===== src/rtl/sgd_wr_host_arbiter_if.sv =====
// One private copy of the host write channel: a command (start/addr/length) plus a data
// beat stream with almost_full back-pressure flowing back toward the producer.
interface sgd_wr_host_arbiter_if #(
  parameter int DATA_WIDTH = 512,
  parameter int ADDR_WIDTH = 64,
  parameter int LEN_WIDTH  = 32
);
  logic                  start;
  logic [ADDR_WIDTH-1:0] addr;
  logic [LEN_WIDTH-1:0]  length;
  logic [DATA_WIDTH-1:0] data;
  logic                  valid;
  logic                  almost_full;

  modport master (output start, addr, length, data, valid, input almost_full);
  modport slave  (input start, addr, length, data, valid, output almost_full);
endinterface


===== src/rtl/sgd_wr_host_arbiter.sv =====
// Packet-granular round-robin arbiter sharing one host write channel between the model
// writeback (p0) and the auxiliary writeback (p1); one whole packet is granted at a time.
module sgd_wr_host_arbiter #(
  parameter int DATA_WIDTH = 512,
  parameter int ADDR_WIDTH = 64,
  parameter int LEN_WIDTH  = 32
) (
  input  logic                  clk,
  input  logic                  rst,
  sgd_wr_host_arbiter_if.slave  p0,
  sgd_wr_host_arbiter_if.slave  p1,
  sgd_wr_host_arbiter_if.master host,
  output logic [1:0]            grant,
  output logic [3:0]            err_flags,
  output logic [31:0]           pkt_count
);

  typedef enum logic [1:0] {IDLE, ISSUE, STREAM, DONE} state_t;

  state_t                state_q, state_d;
  logic [1:0]            start_v, valid_v, slot_full, take, accept, start_drop, beat_drop;
  logic [ADDR_WIDTH-1:0] start_addr [2];
  logic [ADDR_WIDTH-1:0] slot_addr  [2];
  logic [LEN_WIDTH-1:0]  start_len  [2];
  logic [LEN_WIDTH-1:0]  slot_len   [2];
  logic                  pick, issue, last_grant, out_valid_q;
  logic [ADDR_WIDTH-1:0] out_addr_q;
  logic [LEN_WIDTH-1:0]  out_len_q, beats_q, beat_cnt_q, beats_d;
  logic [LEN_WIDTH:0]    len_round;
  logic [DATA_WIDTH-1:0] out_data_q;

  assign start_v       = {p1.start, p0.start};
  assign valid_v       = {p1.valid, p0.valid};
  assign start_addr[0] = p0.addr;
  assign start_addr[1] = p1.addr;
  assign start_len[0]  = p0.length;
  assign start_len[1]  = p1.length;

  assign accept     = (state_q == STREAM) ? (valid_v & grant) : 2'b00;
  assign beat_drop  = valid_v & ~grant;
  assign start_drop = start_v & slot_full & ~take;

  // Extra top bit keeps the round-up from overflowing near the maximum length.
  assign len_round = {1'b0, slot_len[pick]} + (LEN_WIDTH+1)'(63);
  assign beats_d   = LEN_WIDTH'(len_round >> 6);

  assign p0.almost_full = host.almost_full | ~((state_q == STREAM) & grant[0]);
  assign p1.almost_full = host.almost_full | ~((state_q == STREAM) & grant[1]);

  assign host.start  = (state_q == ISSUE);
  assign host.addr   = out_addr_q;
  assign host.length = out_len_q;
  assign host.data   = out_data_q;
  assign host.valid  = out_valid_q;

  always_ff @(posedge clk) begin
    if (rst) state_q <= IDLE;
    else     state_q <= state_d;
  end

  // Winner selection: a lone requester wins, a tie goes to the port that was not served last.
  always_comb begin
    state_d = state_q;
    pick    = 1'b0;
    take    = 2'b00;
    issue   = 1'b0;
    case (state_q)
      IDLE: begin
        if (|slot_full) begin
          pick = (slot_full == 2'b11) ? ~last_grant : slot_full[1];
          take = pick ? 2'b10 : 2'b01;
          if (slot_len[pick] != '0) begin
            issue   = 1'b1;
            state_d = ISSUE;
          end
        end
      end
      ISSUE:   state_d = STREAM;
      STREAM:  if ((|accept) && (beat_cnt_q == beats_q - LEN_WIDTH'(1))) state_d = DONE;
      DONE:    state_d = IDLE;
      default: state_d = IDLE;
    endcase
  end

  always_ff @(posedge clk) begin
    if (rst) begin
      slot_full   <= 2'b00;
      for (int i = 0; i < 2; i++) begin
        slot_addr[i] <= '0;
        slot_len[i]  <= '0;
      end
      grant       <= 2'b00;
      last_grant  <= 1'b1;
      err_flags   <= 4'b0000;
      pkt_count   <= 32'd0;
      out_addr_q  <= '0;
      out_len_q   <= '0;
      out_data_q  <= '0;
      out_valid_q <= 1'b0;
      beats_q     <= '0;
      beat_cnt_q  <= '0;
    end else begin
      // A slot being consumed this cycle is free again for a same-cycle start.
      for (int i = 0; i < 2; i++) begin
        if (take[i] || !slot_full[i]) begin
          slot_full[i] <= start_v[i];
          if (start_v[i]) begin
            slot_addr[i] <= start_addr[i];
            slot_len[i]  <= start_len[i];
          end
        end
      end
      err_flags   <= err_flags | {beat_drop, start_drop};
      out_valid_q <= |accept;
      if (|accept) begin
        out_data_q <= accept[1] ? p1.data : p0.data;
        beat_cnt_q <= beat_cnt_q + LEN_WIDTH'(1);
      end
      if (issue) begin
        grant      <= take;
        out_addr_q <= slot_addr[pick];
        out_len_q  <= slot_len[pick];
        beats_q    <= beats_d;
        beat_cnt_q <= '0;
      end
      if (state_q == DONE) begin
        pkt_count  <= pkt_count + 32'd1;
        last_grant <= grant[1];
        grant      <= 2'b00;
      end
    end
  end

endmodule


===== src/flat_wrapper.sv =====
// flat-port wrapper written by rule: the top's interface ports become plain ports
module sgd_wr_host_arbiter_flat 
#(
  parameter int DATA_WIDTH = 512,
  parameter int ADDR_WIDTH = 64,
  parameter int LEN_WIDTH  = 32
)
  (clk, rst, grant, err_flags, pkt_count, p0_start, p0_addr, p0_length, p0_data, p0_valid, p0_almost_full, p1_start, p1_addr, p1_length, p1_data, p1_valid, p1_almost_full, host_start, host_addr, host_length, host_data, host_valid, host_almost_full);
  sgd_wr_host_arbiter_if #(.DATA_WIDTH(DATA_WIDTH), .ADDR_WIDTH(ADDR_WIDTH), .LEN_WIDTH(LEN_WIDTH)) p0_i ();
  sgd_wr_host_arbiter_if #(.DATA_WIDTH(DATA_WIDTH), .ADDR_WIDTH(ADDR_WIDTH), .LEN_WIDTH(LEN_WIDTH)) p1_i ();
  sgd_wr_host_arbiter_if #(.DATA_WIDTH(DATA_WIDTH), .ADDR_WIDTH(ADDR_WIDTH), .LEN_WIDTH(LEN_WIDTH)) host_i ();
  input  logic clk;
  input  logic rst;
  output logic [1:0] grant;
  output logic [3:0] err_flags;
  output logic [31:0] pkt_count;
  input wire logic [$bits(p0_i.start)-1:0] p0_start;
  input wire logic [$bits(p0_i.addr)-1:0] p0_addr;
  input wire logic [$bits(p0_i.length)-1:0] p0_length;
  input wire logic [$bits(p0_i.data)-1:0] p0_data;
  input wire logic [$bits(p0_i.valid)-1:0] p0_valid;
  output wire logic [$bits(p0_i.almost_full)-1:0] p0_almost_full;
  input wire logic [$bits(p1_i.start)-1:0] p1_start;
  input wire logic [$bits(p1_i.addr)-1:0] p1_addr;
  input wire logic [$bits(p1_i.length)-1:0] p1_length;
  input wire logic [$bits(p1_i.data)-1:0] p1_data;
  input wire logic [$bits(p1_i.valid)-1:0] p1_valid;
  output wire logic [$bits(p1_i.almost_full)-1:0] p1_almost_full;
  output wire logic [$bits(host_i.start)-1:0] host_start;
  output wire logic [$bits(host_i.addr)-1:0] host_addr;
  output wire logic [$bits(host_i.length)-1:0] host_length;
  output wire logic [$bits(host_i.data)-1:0] host_data;
  output wire logic [$bits(host_i.valid)-1:0] host_valid;
  input wire logic [$bits(host_i.almost_full)-1:0] host_almost_full;
  assign p0_i.start = p0_start;
  assign p0_i.addr = p0_addr;
  assign p0_i.length = p0_length;
  assign p0_i.data = p0_data;
  assign p0_i.valid = p0_valid;
  assign p0_almost_full = p0_i.almost_full;
  assign p1_i.start = p1_start;
  assign p1_i.addr = p1_addr;
  assign p1_i.length = p1_length;
  assign p1_i.data = p1_data;
  assign p1_i.valid = p1_valid;
  assign p1_almost_full = p1_i.almost_full;
  assign host_start = host_i.start;
  assign host_addr = host_i.addr;
  assign host_length = host_i.length;
  assign host_data = host_i.data;
  assign host_valid = host_i.valid;
  assign host_i.almost_full = host_almost_full;
  sgd_wr_host_arbiter #(.DATA_WIDTH(DATA_WIDTH), .ADDR_WIDTH(ADDR_WIDTH), .LEN_WIDTH(LEN_WIDTH)) u_core (.clk(clk), .rst(rst), .p0(p0_i), .p1(p1_i), .host(host_i), .grant(grant), .err_flags(err_flags), .pkt_count(pkt_count));
endmodule

===== config.mk =====
export PLATFORM = sky130hd
export DESIGN_NAME = sgd_wr_host_arbiter_flat
export DESIGN_NICKNAME = d
export VERILOG_FILES = /design/src/rtl/sgd_wr_host_arbiter_if.sv /design/src/rtl/sgd_wr_host_arbiter.sv /design/src/flat_wrapper.sv
export SDC_FILE = /design/constraint.sdc
export NUM_CORES = 2
export LEC_CHECK = 0
export CORE_AREA = 8 8 734 736
export DETAILED_ROUTE_END_ITERATION = 6
export DIE_AREA = 0 0 742 744
export GPL_ROUTABILITY_DRIVEN = 0
export REMOVE_ABC_BUFFERS = 1
export SLEW_MARGIN = 5
export SYNTH_ARGS = -nofsm -noshare
export SYNTH_HDL_FRONTEND = slang
export SYNTH_SLANG_ARGS = --single-unit

===== constraint.sdc =====
create_clock -name clk -period 5.77 [get_ports clk]
set_clock_uncertainty 0.15 [all_clocks]
set_input_delay 1.154 -clock clk [delete_from_list [all_inputs] [get_ports clk]]
set_output_delay 1.154 -clock clk [all_outputs]
set_load 0.02 [all_outputs]

[After elaboration in Yosys (flattened, before gate mapping)]
Memories as Yosys holds them, arrays and structs flattened. A register that Yosys moved wholly into a read port is not among the register bits.
Cells that the tools add are included.
Word-level totals
  bits in registers: 647
  bits in latches: 0
  bits in writable memories: 192
  ROM bits: 0
  logic and storage cells: 85
  memories kept: 2
  output and inout port bits: 650
Cells by class
  magnitude comparators: 0
  $add $sub $neg: 4
  divide/modulo/power cells: 0
  bitwise gates (word level): 18
  multiplexer cells: 29
  equality and inequality tests: 8
  reductions and logical operators: 12
  shift operators: 0
  multipliers: 0
Memory list
  u_core.slot_addr: depth 2, bits a word 64, rd ports 1, clocked after memory_dff 1, wr ports 2, RTL line sgd_wr_host_arbiter.sv:23  | logic [ADDR_WIDTH-1:0] slot_addr [2];
  u_core.slot_len: depth 2, bits a word 32, rd ports 2, clocked after memory_dff 0, wr ports 2, RTL line sgd_wr_host_arbiter.sv:25  | logic [LEN_WIDTH-1:0] slot_len [2];
Operators by type and width (number)
  512-bit 2-to-1 mux: 1
  64-bit 2-to-1 mux: 2
  32-bit by 1-bit adder with 32-bit output (second input constant): 2
  32-bit 2-to-1 mux: 2
  32-bit by 6-bit adder with 33-bit output (second input constant): 1
  32-bit equality test: 1
  32-bit nonzero test: 1
  27-bit by 1-bit subtractor with 28-bit output (second input constant): 1
  1-bit 2-to-1 mux: 16
  2-bit 2-to-1 mux: 7
  2-bit AND: 4
  2-bit one-hot mux with 4 select lines: 1
  2-bit OR reduction: 4
  2-bit equality test (second input constant): 3
  1-bit OR: 6
  2-bit by 1-bit != test with 1-bit output (second input constant): 2
  2-bit inverter: 2
  4-bit OR: 1
  1-bit inverter: 3
  3-bit AND reduction: 1
  1-bit AND: 2
  2-bit by 1-bit equality test with 1-bit output (second input constant): 1
  1-bit zero test: 2
  2-bit zero test: 1
  other kinds (3): 4

[Depth between registers and ports, before layout]
  word-level depth: 10
  gate-level depth with buffers: 12
  depth with buffers taken out: 10

[Worst setup path before layout]
No wires, ideal clock.
  kind: input to register
  from: input rst
  to: memory u_core.slot_addr[1][0], enable pin
  stages: 4
  arrival time: 3313 ps
  path slack: 1403 ps
  library setup time: 904 ps
  path buffers: 2
  cells stage by stage: clkbuf_1 -> inv_1 -> clkbuf_1 -> nand2_1
RTL lines
  from (decl): RTL line flat_wrapper.sv:13  | input logic rst;
  to (decl): RTL line sgd_wr_host_arbiter.sv:23

==> run metrics <==
fill cell count=60177; CTS clock-pin slew for the worst setup and hold paths=0.07 ns; Avg Synthesized Cell Area=8.51 µm²; final std cells w/o fill=13483; largest net degree at the start of global routing=204; number of buffers created by CTS=119; # port buffers=1872; die area=552000 µm²; Power Internal=13.8 mW; nets@finish=7456; synth-to-layout area growth=80.8%; Max VDD drop=0.301 mV; Clock Tree Root=clkbuf_16; min Tclk post-route=4.23 ns; die width=742 µm; Worst EP arrival=4.56 ns; status=finished clean; PwrDens=295 nW/µm²; vias in the first global route=41043; Netlist cell types=73; clock tree sinks=903; P_sw=6.83 mW; Overflow after GRT=0; DRC=0; Seq pwr share=36.5%; relative slew slack=14.0%; Top Ports=1873; Util after Layout=13.3%; post-DP HPWL=390000 µm; Placement Setup Slack=1.18 ns; CP Launch Type=flip-flop; Cells after Synth=4550; Pleak=22.2 nW; Cells after DPL=13099; sw frac=33.0%; Hold Path Depth=2; Initial Utilization=7.35%; Detailed Route WL=440000 µm; Synth Cell Area=38700 µm²; Resize count post-CTS=0; via count=44583; final hold viol count=0; Max FO, Critical Path=54; post-route antenna net violation count=0; fin worst setup slack=1.54 ns; Worst-Skew Late Latency=0.91 ns; gr usage total=15.1%; Synth Warn #=0; commonest non-fill, non-tap cell in the layout=clkdlybuf4s50_1; starting DRC count in detailed routing=4826; hold_buf cts=0; Least-Margin Pin Slew=1.28 ns; Maximum Capacitance Violations=0; WP data required=6.10 ns; Avg WL per Cell=32.6 µm; ratio of cells with drive above 1 in the final layout=4.80%; Setup TNS Final=0 ns; H-Tree Depth=3; internal reg-to-reg setup slack=1.54 ns; ys flop type=dfxtp_1; vias per cell=3.31; ys async rst share=0%; critical path class=flip-flop to flip-flop; crit end category=flip-flop; first-pass GRT wire length=526000 µm; number of synthesized flops with an enable pin=192; postcts setup bufs=0; RSZ-0062 raised after global routing=false; # rows=267; Hold Path Class=flip-flop to flip-flop; Die H=744 µm; initial antenna violation count=532; Comb power frac=25.9%; max frequency=236 MHz; Slew Viols, Final=0; fin crit share=73.3%; TritonCTS clock tree=yes; Clock power frac=37.6%; TritonRoute pass-1 iters=6; commonest non-fill, non-tap cells in the layout=clkdlybuf4s50_1, nand2_1, dfxtp_1; Seq/Total Area, Yosys=51.6%; worst-case clock buffer depth=4; synthesized flop and latch total=903; final setup fails=0; core area=527000 µm²; worst r2r path cells=7
==> power groups by stage <==
stage	Clock, mW	Combinational [mW]	Sequential (mW)
final	7.78	5.35	7.54
after global routing	8.21	5.74	7.60
after CTS	8.05	5.40	7.53
after detailed placement	0	5.37	7.66
after global placement	0	5.33	7.64
after floorplan	0	2.33	8.10
==> stage by stage <==
step                power [mW]  hold WS, ns  instance area (µm²)
floorplan                 10.4        0.295                37200
global placement          13.0        0.300                65600
detailed placement        13.0        0.313                65600
CTS                       21.0        0.331                69600
global route              21.6        0.345                69800
finish                    20.7        0.332                70000
==> cells by family after synthesis <==
logic type                 after synthesis  synth area share [%]
muxes                                   19                 0.494
DFF                                    903                  51.6
adders and majority gates                7                 0.226
and+or+nand+nor                       2383                  25.7
xor gates and xnor gates               100                  2.26
AOI/OAI and AO/OA                      725                  15.6
buffers and inverters                  413                  4.10
==> layer usage <==
| metal | part of all wire, % | vias to the layer above | global-route usage [%] |
|---|---|---|---|
| met5 | 0.42 | - | 0 |
| met3 | 16 | 1121 | 10.3 |
| met1 | 37 | 20814 | 16.4 |
| met4 | 4.4 | 270 | 5.44 |
| li1 | - | 19465 | - |
| met2 | 43 | 2913 | 23.1 |
==> area by class of cell <==
type                            instances  area (µm²)  area share, %
Sequential cell                       903       20000           28.6
Timing Repair Buffer                 1948       19600           28.0
Multi-Input combinational cell       3234       17200           24.6
Tap cell                             6994        8750           12.5
Clock buffer                          162        3480           4.97
Clock inverter                         51         492          0.702
Antenna cell                          171         428          0.611
Inverter                               20        75.1          0.107
==> path summary, 6_finish.rpt <==
| check | startpoint | to |
|---|---|---|
| min reg2reg | u_core.err_flags[2]$_SDFF_PP0_ | u_core.err_flags[2]$_SDFF_PP0_ |
| min | u_core.err_flags[2]$_SDFF_PP0_ | u_core.err_flags[2]$_SDFF_PP0_ |
| max | u_core.state_q[1]$_SDFFE_PP0P_ | u_core.slot_addr[1][37]$_SDFFCE_PN0P_ |
| max reg2reg | u_core.state_q[1]$_SDFFE_PP0P_ | u_core.slot_addr[1][37]$_SDFFCE_PN0P_ |
==> registers in the layout (all words and copies together) (netlist names) <==
name                cells
u_core.beat_cnt_q      32
u_core.beats_q         27
u_core.err_flags        4
u_core.grant            2
u_core.host.addr       64
u_core.host.data      512
u_core.host.length     32
u_core.host.valid       1
u_core.last_grant       1
u_core.pkt_count       32
u_core.slot_addr      128
u_core.slot_full        2
u_core.slot_len        64
u_core.state_q          2
==> synth_stat cells, drive strengths merged (24+ instances only) <==
cell type,number,area [µm²]
xnor2,50,438
dfxtp,711,14200
a21oi,43,215
nor3,30,166
edfxtp,192,5770
nor4,28,181
clkbuf,365,1370
xor2,50,438
a311oi,588,5150
and2,207,1300
buf,27,131
nand4,24,165
o21ai,29,145
nand3,40,218
nor2,709,2660
nand2,1275,4790
a211oi,26,195
==> critical path, cell delays in order (launching register included) <==
cell and delay (ns):
dfxtp_1 0.34, inv_1 0.09, ha_1 0.56, inv_1 0.37
nor2_4 0.69, o21ai_0 0.42, nand2_4 0.73, buf_12 0.35
Note: power is estimated with default switching activity, not from simulation.
